$ cat src/rtl/aht10_i2c_byte_engine_pkg.sv
// Shared commands, bus constants and state encoding for the AHT10 I2C byte engine.
package aht10_i2c_byte_engine_pkg;

   localparam logic [3:0] CMD_START = 4'b0001;
   localparam logic [3:0] CMD_WRITE = 4'b0010;
   localparam logic [3:0] CMD_READ  = 4'b0100;
   localparam logic [3:0] CMD_STOP  = 4'b1000;

   localparam logic [6:0] I2C_ADR = 7'h38;
   localparam logic       WR_BIT  = 1'b0;
   localparam logic       RD_BIT  = 1'b1;

   typedef enum logic [2:0] {
      ST_IDLE  = 3'd0,
      ST_START = 3'd1,
      ST_WRITE = 3'd2,
      ST_RACK  = 3'd3,
      ST_READ  = 3'd4,
      ST_SACK  = 3'd5,
      ST_STOP  = 3'd6,
      ST_DONE  = 3'd7
   } state_e;

   // Segment that follows START (or IDLE when START is absent): WRITE > READ > STOP > DONE.
   function automatic state_e next_after_start(input logic [3:0] cmd);
      if (cmd[1]) return ST_WRITE;
      if (cmd[2]) return ST_READ;
      if (cmd[3]) return ST_STOP;
      return ST_DONE;
   endfunction

endpackage

$ cat src/rtl/aht10_i2c_byte_engine_i2c_phase_gen.sv
// Quarter-period divider and 4-phase counter; q_end_o marks the last clock of each quarter.
// Both counters restart from zero whenever clr_i is high and freeze while en_i is low.
module i2c_phase_gen #(
   parameter int CLK_FREQ = 50_000_000,
   parameter int SCL_FREQ = 100_000
) (
   input  logic       clk_i,
   input  logic       rst_i,
   input  logic       en_i,
   input  logic       clr_i,
   output logic [1:0] phase_o,
   output logic       q_end_o
);

   localparam int Q  = CLK_FREQ / (4 * SCL_FREQ);
   localparam int QW = (Q > 1) ? $clog2(Q) : 1;

   logic [QW-1:0] q_cnt_q, q_cnt_d;
   logic [1:0]    phase_q, phase_d;

   assign q_end_o = en_i && (q_cnt_q == QW'(Q - 1));
   assign phase_o = phase_q;

   always_comb begin
      q_cnt_d = q_cnt_q;
      phase_d = phase_q;
      if (clr_i) begin
         q_cnt_d = '0;
         phase_d = 2'd0;
      end else if (q_end_o) begin
         q_cnt_d = '0;
         phase_d = phase_q + 2'd1;
      end else if (en_i) begin
         q_cnt_d = q_cnt_q + QW'(1);
      end
   end

   always_ff @(posedge clk_i) begin
      if (rst_i) begin
         q_cnt_q <= '0;
         phase_q <= 2'd0;
      end else begin
         q_cnt_q <= q_cnt_d;
         phase_q <= phase_d;
      end
   end

endmodule

$ cat src/rtl/aht10_i2c_byte_engine.sv
// Byte-level I2C master: optional START, one WRITE or READ byte with ACK slot, optional STOP.
// done_o pulses 1+Q*N cycles after accept; req_i is only looked at in IDLE.
module aht10_i2c_byte_engine
   import aht10_i2c_byte_engine_pkg::*;
#(
   parameter int CLK_FREQ = 50_000_000,
   parameter int SCL_FREQ = 100_000
) (
   input  logic       clk_i,
   input  logic       rst_i,
   input  logic       req_i,
   input  logic [3:0] cmd_i,
   input  logic [7:0] wr_data_i,
   output logic [7:0] rd_data_o,
   output logic       done_o,
   output logic       ack_err_o,
   output logic       scl_o,
   output logic       sda_out_o,
   output logic       sda_oe_o,
   input  logic       sda_in_i
);

   state_e     state_q, state_d;
   logic [1:0] phase;
   logic       q_end, seg_end, sample, in_bus, clr, bit_scl, sda_s;
   logic [2:0] bit_q, bit_d;
   logic [3:0] cmd_q;
   logic [7:0] wr_q, sh_q, rd_q;
   logic       ack_err_q;
   logic [1:0] sync_q;
   logic       scl_hold_q, oe_hold_q, scl_c, oe_c;

   assign in_bus  = (state_q != ST_IDLE) && (state_q != ST_DONE);
   assign clr     = (state_d != state_q);
   assign seg_end = q_end && (phase == 2'd3);
   assign sample  = q_end && (phase == 2'd1);
   assign bit_scl = (phase == 2'd1) || (phase == 2'd2);
   assign sda_s   = sync_q[1];
   assign bit_d   = clr ? 3'd0 : (seg_end ? bit_q + 3'd1 : bit_q);

   i2c_phase_gen #(
      .CLK_FREQ (CLK_FREQ),
      .SCL_FREQ (SCL_FREQ)
   ) u_phase_gen (
      .clk_i   (clk_i),
      .rst_i   (rst_i),
      .en_i    (in_bus),
      .clr_i   (clr),
      .phase_o (phase),
      .q_end_o (q_end)
   );

   always_ff @(posedge clk_i) begin
      if (rst_i) state_q <= ST_IDLE;
      else       state_q <= state_d;
   end

   always_comb begin
      state_d = state_q;
      case (state_q)
         ST_IDLE:  if (req_i) state_d = cmd_i[0] ? ST_START : next_after_start(cmd_i);
         ST_START: if (seg_end) state_d = next_after_start(cmd_q);
         ST_WRITE: if (seg_end && bit_q == 3'd7) state_d = ST_RACK;
         ST_READ:  if (seg_end && bit_q == 3'd7) state_d = ST_SACK;
         ST_RACK,
         ST_SACK:  if (seg_end) state_d = cmd_q[3] ? ST_STOP : ST_DONE;
         ST_STOP:  if (seg_end) state_d = ST_DONE;
         ST_DONE:  state_d = ST_IDLE;
         default:  state_d = ST_IDLE;
      endcase
   end

   // Outside bus segments the lines keep their last level, so back-to-back bytes hold SCL low.
   always_comb begin
      scl_c = scl_hold_q;
      oe_c  = oe_hold_q;
      case (state_q)
         ST_START: begin
            scl_c = (phase == 2'd0) ? scl_hold_q : (phase != 2'd3);
            oe_c  = phase[1];
         end
         ST_WRITE: begin
            scl_c = bit_scl;
            oe_c  = ~wr_q[3'd7 - bit_q];
         end
         ST_RACK, ST_READ: begin
            scl_c = bit_scl;
            oe_c  = 1'b0;
         end
         ST_SACK: begin
            scl_c = bit_scl;
            oe_c  = ~cmd_q[3];
         end
         ST_STOP: begin
            scl_c = (phase != 2'd0);
            oe_c  = ~phase[1];
         end
         default: ;
      endcase
   end

   always_ff @(posedge clk_i) begin
      if (rst_i) begin
         bit_q      <= 3'd0;
         cmd_q      <= 4'd0;
         wr_q       <= 8'd0;
         sh_q       <= 8'd0;
         rd_q       <= 8'd0;
         ack_err_q  <= 1'b0;
         sync_q     <= 2'b11;
         scl_hold_q <= 1'b1;
         oe_hold_q  <= 1'b0;
      end else begin
         bit_q      <= bit_d;
         sync_q     <= {sync_q[0], sda_in_i};
         scl_hold_q <= scl_c;
         oe_hold_q  <= oe_c;
         if (state_q == ST_IDLE && req_i) begin
            cmd_q     <= cmd_i;
            wr_q      <= wr_data_i;
            ack_err_q <= 1'b0;
         end
         if (state_q == ST_RACK && sample && sda_s) ack_err_q <= 1'b1;
         if (state_q == ST_READ && sample) sh_q <= {sh_q[6:0], sda_s};
         if (state_q == ST_SACK && seg_end) rd_q <= sh_q;
      end
   end

   assign scl_o     = scl_c;
   assign sda_oe_o  = oe_c;
   assign sda_out_o = 1'b0;
   assign done_o    = (state_q == ST_DONE);
   assign rd_data_o = rd_q;
   assign ack_err_o = ack_err_q;

endmodule

$ cat config.mk
export PLATFORM = sky130hd
export DESIGN_NAME = aht10_i2c_byte_engine
export DESIGN_NICKNAME = d
export VERILOG_FILES = /design/src/rtl/aht10_i2c_byte_engine_pkg.sv /design/src/rtl/aht10_i2c_byte_engine_i2c_phase_gen.sv /design/src/rtl/aht10_i2c_byte_engine.sv
export SDC_FILE = /design/constraint.sdc
export NUM_CORES = 1
export LEC_CHECK = 0
export BUFFER_PORTS_ARGS = -buffer_cell sky130_fd_sc_hd__buf_4
export CAP_MARGIN = 20
export CORE_MARGIN = 2
export CORE_UTILIZATION = 25
export CTS_CLUSTER_SIZE = 12
export DETAILED_ROUTE_END_ITERATION = 10
export PLACE_DENSITY = 0.5
export SLEW_MARGIN = 20
export SYNTH_ARGS = -nofsm -noshare
export SYNTH_HDL_FRONTEND = slang
export SYNTH_SLANG_ARGS = --single-unit
export TNS_END_PERCENT = 1
$ cat constraint.sdc
create_clock -name clk_i -period 3.9 [get_ports clk_i]
set_input_delay 0.78 -clock clk_i [delete_from_list [all_inputs] [get_ports clk_i]]
set_output_delay 0.78 -clock clk_i [all_outputs]
set_load 0.01 [all_outputs]
==> results_dict.tcl, run 1 <==
set metrics [dict create \
    status "finished, final reports clean" \
    antennaDiodeCount 0 \
    antenna_found_initial 0 \
    cp-endpoint "sda_oe_o" \
    drv_cap 0 \
    cts_hold_buf 0 \
    syn-instance-count 267 \
    tritoncts "done" \
    cts_repair_resize_count 0 \
    rr_endpoint "rd_data_o[0]$_SDFFE_PP0P_" \
    final-max-slew-violation-count 0 \
    grt_max_degree 38 \
    finalWeightedCongestion 0.857 \
    dpl.hpwl_um 3580 \
    required_ps 3120 \
    final_common_cell "dfxtp_1" \
    grt_setup_unrepaired "no" \
    cp_max_fo 20 \
    ys_seq_area_share_pct 40.5 \
    drive_gt1_share_pct 18.3 \
    min_path_type "register to register" \
    synth_area_leaders "dfxtp_1, mux2i_1, nand2_1" \
    die_x_um 100 \
    clock_skew_ps 6.99 \
    overflow 0 \
    synth.ff_latch_count 47 \
    placementRows 35 \
    avgSynthCellArea_um2 8.70 \
    vias_per_cell 4.74 \
    syn_nets 290 \
    final_cell_count_no_fill 401 \
    power_per_cell_area_mw_per_mm2 351 \
    synth.distinct_cells 50 \
    dr.pass1.iters 4 \
    peakVddDrop_mv 0.168 \
    critPathBufInv 2 \
    worst_slew_pin_slew_ps 723 \
    reg2reg_depth 5 \
    worstPathCellList "inv_1 -> nor3_1 -> a21oi_1 -> o221ai_1 -> buf_4" \
    synth_top_area_share_pct 40.5 \
    cts_buffer_depth 2 \
    setup_viol 0 \
    setup.worst_path.start "state_q[0]$_SDFF_PP0_" \
    root_buffer "clkbuf_8" \
    arrival_ps 2030 \
    ff2ff_setup_slack_ps 1730 \
    synth-main-ff-cell "dfxtp_1" \
    start_kind "register" \
    crit_family "flip-flops" \
    core_region_area_mm2 0.00911 \
    syn-cell-area_mm2 0.00232 \
    dr.first_iter.drc_count 86 \
    end_kind "output port" \
    synth-edff-count 0 \
    first_global_vias 1750 \
    drcViolationCount 0 \
    clk_transition_reported_paths_ps 90 \
    drt-wirelength-per-cell_um 12.5 \
    cts_buffers 5 \
    area_growth_pct 15.3 \
    nets 312 \
    post-cts-setup-buffers 0 \
    yosys_warnings 0 \
    relSlewSlack_pct 51.8 \
    clkSinkCount 47 \
    utilization_pct 29.4 \
    initial_core_util_pct 25.5 \
    fmax_ghz 0.356 \
    slowest_stage "dfxtp_1" \
    gr-usage-all-layers_pct 10.6 \
    synth-async-reset-ratio_pct 0 \
    max_stage_delay_ps 780 \
    num_io_pins 29 \
    grt_pass1_wl_um 8580 \
    setup-tns-final_ps 0 \
    wl_um 5020 \
    die-area_mm2 0.0101 \
    h-tree-depth 2 \
    pre_cts_ws_ps 1440 \
    cp.depth 5 \
    min_period_over_period_pct 71.9 \
    layout_setup_ws_ps 1090 \
    ant_nets 0 \
    clock_latency_ps 300 \
    r2r_start "state_q[1]$_SDFF_PP0_" \
    crit_type "register to output port" \
    leakagePower_nw 1.02 \
    period_minus_slack_ps 2810 \
    vias 1901 \
    synth_top_area_cell "dfxtp_1" \
    chipHeight_um 100 \
    final_cell_mix "dfxtp_1, nand2_1, nor2_1" \
    final_hold_viol_count 0 \
    port_buffers 27 \
    dpl.cell_count 393 \
]
-- through the flow --
step	hold WS (ps)	power, mW	instance area, um^2
6_report	422	0.941	2680
5_1_grt	431	1.00	2680
4_1_cts	419	0.959	2680
3_5_place_dp	396	0.662	2590
3_3_place_gp	392	0.660	2590
2_1_floorplan	389	0.618	2320
-- synth_stat cells, types with 2 or more instances --
library cell and n:
mux2i_1 19, nand2b_1 3, o21bai_1 2, nand3_1 7, dlygate4sd1_1 2, a311oi_1 2, clkbuf_1 5, ha_1 7
or3_1 2, nor2_1 37, mux4_2 2, nor3b_1 2, a21oi_1 19, o21ai_0 9, dfxtp_1 47, nor3_1 8
inv_1 7, xnor2_1 5, nand2_1 38, or2_2 4, a31oi_1 3, buf_2 3, buf_6 2, nor2b_1 5
buf_4 2
-- worst register-to-register path, stage by stage, from the launching register on --
cell and delay (ps):
dfxtp_1 800, or3_1 310, o21ai_4 160, nor3_4 490
mux2i_1 250, nor2_1 50
-- registers in the layout (all words and copies together) (netlist names), 2 cells and up --
| name | cells |
|---|---|
| sync_q | 2 |
| rd_data_o | 8 |
| wr_q | 8 |
| u_phase_gen.phase_o | 2 |
| state_q | 3 |
| sh_q | 8 |
| cmd_q | 3 |
| u_phase_gen.q_cnt_q | 7 |
| bit_q | 3 |
-- cell type report --
type | count | area [um^2]
flip-flops and latches | 47 | 941
clock buffers | 5 | 68.8
clock inverters | 3 | 18.8
fillers | 987 | 6430
repair buffers | 29 | 218
inverters | 7 | 26.3
multi-input cells | 199 | 1270
well taps | 111 | 139
-- logic make-up (layout without fill, tap and decap cells) --
group	after synthesis	after routing	share of synthesized area, %
other	1	1	0.161
AO/OA/AOI/OAI	48	48	13.2
flip-flops	47	47	40.5
multiplexers	21	21	10.1
adder cells (fa/ha/maj)	8	8	4.20
XOR/XNOR	5	5	1.88
buffers and inverters	21	44	4.95
AND/OR/NAND/NOR	116	116	25.0
-- routing by layer --
metal	vias up	track usage [%]	part of all wire, %
met5	-	0	0
met4	0	4.21	1.8
met3	4	2.16	2.5
met2	32	15.8	44
met1	901	15.0	51
li1	964	-	-
-- worst min path at each step --
stage | depth (start not counted) | slack, ps | startpoint | to
final | 1 | 420 | sync_q[0]$_SDFF_PP1_ | sync_q[1]$_SDFF_PP1_
after global routing | 1 | 430 | sync_q[0]$_SDFF_PP1_ | sync_q[1]$_SDFF_PP1_
after CTS | 1 | 420 | sync_q[0]$_SDFF_PP1_ | sync_q[1]$_SDFF_PP1_
after detailed placement | 1 | 400 | sync_q[0]$_SDFF_PP1_ | sync_q[1]$_SDFF_PP1_
after global placement | 1 | 390 | sync_q[0]$_SDFF_PP1_ | sync_q[1]$_SDFF_PP1_
after floorplan | 1 | 390 | sync_q[0]$_SDFF_PP1_ | sync_q[1]$_SDFF_PP1_
-- where the power goes --
part	internal, mW	total [mW]	leakage, nW	switching (mW)
clock	0.126	0.293	0.0483	0.166
sequential	0.496	0.518	0.382	0.0220
combinational	0.0563	0.131	0.591	0.0747
total	0.679	0.941	1.02	0.263
Power figures use the tool's default switching activity.
==> run 2, diff against run 1 <==
--- a/config.mk
+++ b/config.mk
@@ -11,7 +11,7 @@
 export CORE_UTILIZATION = 25
 export CTS_CLUSTER_SIZE = 12
 export DETAILED_ROUTE_END_ITERATION = 10
-export PLACE_DENSITY = 0.5
+export PLACE_DENSITY = 0.51
 export SLEW_MARGIN = 20
 export SYNTH_ARGS = -nofsm -noshare
 export SYNTH_HDL_FRONTEND = slang
==> constraint.sdc (replaced) <==
create_clock -name clk_i -period 2.3 [get_ports clk_i]
set_input_delay 0.46 -clock clk_i [delete_from_list [all_inputs] [get_ports clk_i]]
set_output_delay 0.46 -clock clk_i [all_outputs]
set_load 0.01 [all_outputs]
==> results_dict.tcl, run 2 (same netlist as run 1, synthesis figures left out) <==
set metrics [dict create \
    status "finished, final reports clean" \
    root_buffer "clkbuf_8" \
    p_seq_share_pct 53.2 \
    power_mw 1.64 \
    cts_buffers 5 \
    dr.pass1.iters 4 \
    dr.first_iter.drc_count 75 \
    fillers 994 \
    chipHeight_um 100 \
    p_sw_uw 470 \
    drv_cap 0 \
    vias_per_cell 4.64 \
    p_int_mw 1.17 \
    final-max-slew-violation-count 0 \
    drive_gt1_share_pct 21.6 \
    overflow 0 \
    grt_pass1_wl_um 8580 \
    layout_setup_ws_ps 155 \
    dpl.cell_count 399 \
    hold_end "sync_q[0]$_SDFF_PP1_" \
    final_cell_count_no_fill 407 \
    reg2reg_depth 8 \
    cp_max_fo 4 \
    min_period_over_period_pct 93.3 \
    r2r_start "u_phase_gen.q_cnt_q[0]$_SDFFE_PP0P_" \
    min_path_cells 2 \
    clock_skew_ps 7.29 \
    final_cell_mix "dfxtp_1, nand2_1, nor2_1" \
    clock_latency_ps 310 \
    cts_buffer_depth 2 \
    worst_slew_pin_slew_ps 533 \
    peakVddDrop_mv 0.318 \
    min_path_type "input pin to register" \
    power_per_cell_area_mw_per_mm2 599 \
    final_common_cell "dfxtp_1" \
    setup_viol 0 \
    antennaDiodeCount 0 \
    ff2ff_setup_slack_ps 370 \
    wl_um 4940 \
    gr-usage-all-layers_pct 10.7 \
    critPathBufInv 1 \
    post-cts-setup-buffers 0 \
    clkSinkCount 47 \
    die-area_mm2 0.0101 \
    first_global_vias 1771 \
    vias 1887 \
    required_ps 1840 \
    finalWeightedCongestion 0.810 \
    leakagePower_nw 1.05 \
    crit_type "register to output port" \
    rr_endpoint "bit_q[2]$_SDFFE_PP0P_" \
    port_buffers 27 \
    core_region_area_mm2 0.00911 \
    slowest_stage "mux4_2" \
    tritoncts "done" \
    end_kind "output port" \
    drcViolationCount 0 \
    start_kind "register" \
    initial_core_util_pct 25.5 \
    worstPathCellList "mux4_2 -> nand2_1 -> nand4_1 -> o221ai_1 -> buf_4" \
    die_x_um 100 \
    clkPwrFrac_pct 32.5 \
    drt-wirelength-per-cell_um 12.1 \
    max_stage_delay_ps 510 \
    grt_max_degree 38 \
    period_minus_slack_ps 2150 \
    nets 318 \
    dpl.hpwl_um 3660 \
    placementRows 35 \
    num_io_pins 29 \
    ant_nets 0 \
    clk_transition_reported_paths_ps 100 \
    crit_family "multiplexers" \
    grt_setup_unrepaired "no" \
    area_growth_pct 17.8 \
    pre_cts_ws_ps 336 \
    min_from "sda_in_i" \
    relSlewSlack_pct 64.5 \
    final_hold_viol_count 0 \
    antenna_found_initial 0 \
    h-tree-depth 2 \
    switching_share_pct 28.6 \
    setup-tns-final_ps 0 \
    p_comb_share_pct 14.3 \
    arrival_ps 1690 \
    fmax_ghz 0.466 \
]
run 2: cell types whose count changed in the layout (fill, tap and decap cells not counted):
cell / before / now
dfxtp_2: 0 / 5
buf_4: 29 / 35
dfxtp_1: 47 / 42
clkinv_2: 2 / 0
inv_6: 1 / 3
run 2: how the worst max path moves through the flow:
stage | start | to | slack (ps) | cells after the start
2_1_floorplan | bit_q[0]$_SDFFE_PP0P_ | bit_q[1]$_SDFFE_PP0P_ | 570 | 6
3_3_place_gp | state_q[1]$_SDFF_PP0_ | u_phase_gen.q_cnt_q[0]$_SDFFE_PP0P_ | 340 | 5
3_5_place_dp | state_q[1]$_SDFF_PP0_ | u_phase_gen.phase_o[0]$_SDFFE_PP0P_ | 340 | 5
4_1_cts | state_q[0]$_SDFF_PP0_ | sda_oe_o | 30 | 6
5_1_grt | state_q[0]$_SDFF_PP0_ | sda_oe_o | 10 | 6
6_report | bit_q[0]$_SDFFE_PP0P_ | sda_oe_o | 150 | 5
run 2: final cells by class:
| cell class | count | area (um^2) | share of cell area [%] |
|---|---|---|---|
| clock buffer | 5 | 68.8 | 2.51 |
| inverter | 7 | 26.3 | 0.960 |
| multi-input combinational | 199 | 1270 | 46.3 |
| sequential | 47 | 947 | 34.6 |
| tap | 111 | 139 | 5.07 |
| clock inverter | 3 | 26.3 | 0.960 |
| timing repair buffer | 35 | 263 | 9.60 |
run 2: worst register-to-register path: stages (launching register included):
cell	delay, ps
dfxtp_1	430
inv_1	70
ha_1	230
nand3_1	170
nor2_1	80
buf_4	150
a31oi_1	190
o2111ai_2	330
a21oi_1	210
run 2: metrics by stage:
step                      util [%]  cell area, um^2  hold slack [ps]
after detailed placement      28.9             2640              394
after CTS                     30.0             2730              322
after floorplan                  -             2320              389
final                         30.1             2740              329
after global placement        28.9             2640              391
after global routing          30.1             2740              327
run 2: power by group through the flow:
stage / Clock [mW] / Sequential, mW / Combinational, mW
4_1_cts: 0.558 / 0.873 / 0.239
5_1_grt: 0.593 / 0.880 / 0.269
6_report: 0.533 / 0.873 / 0.235
3_3_place_gp: 0 / 0.892 / 0.237
2_1_floorplan: 0 / 0.873 / 0.175
3_5_place_dp: 0 / 0.891 / 0.238
run 2: repair_timing:
action | CTS | global route
resized for setup | 0 | 5
hold buffers | 0 | 0
endpoints found under the setup margin | 0 | 2
run 2: metal layers:
metal / part of all wire (%) / vias up / global-route usage [%]
li1: - / 977 / -
met3: 3.2 / 6 / 1.95
met1: 50 / 872 / 14.9
met4: 1.9 / 0 / 3.79
met5: 0 / - / 0
met2: 45 / 32 / 16.4
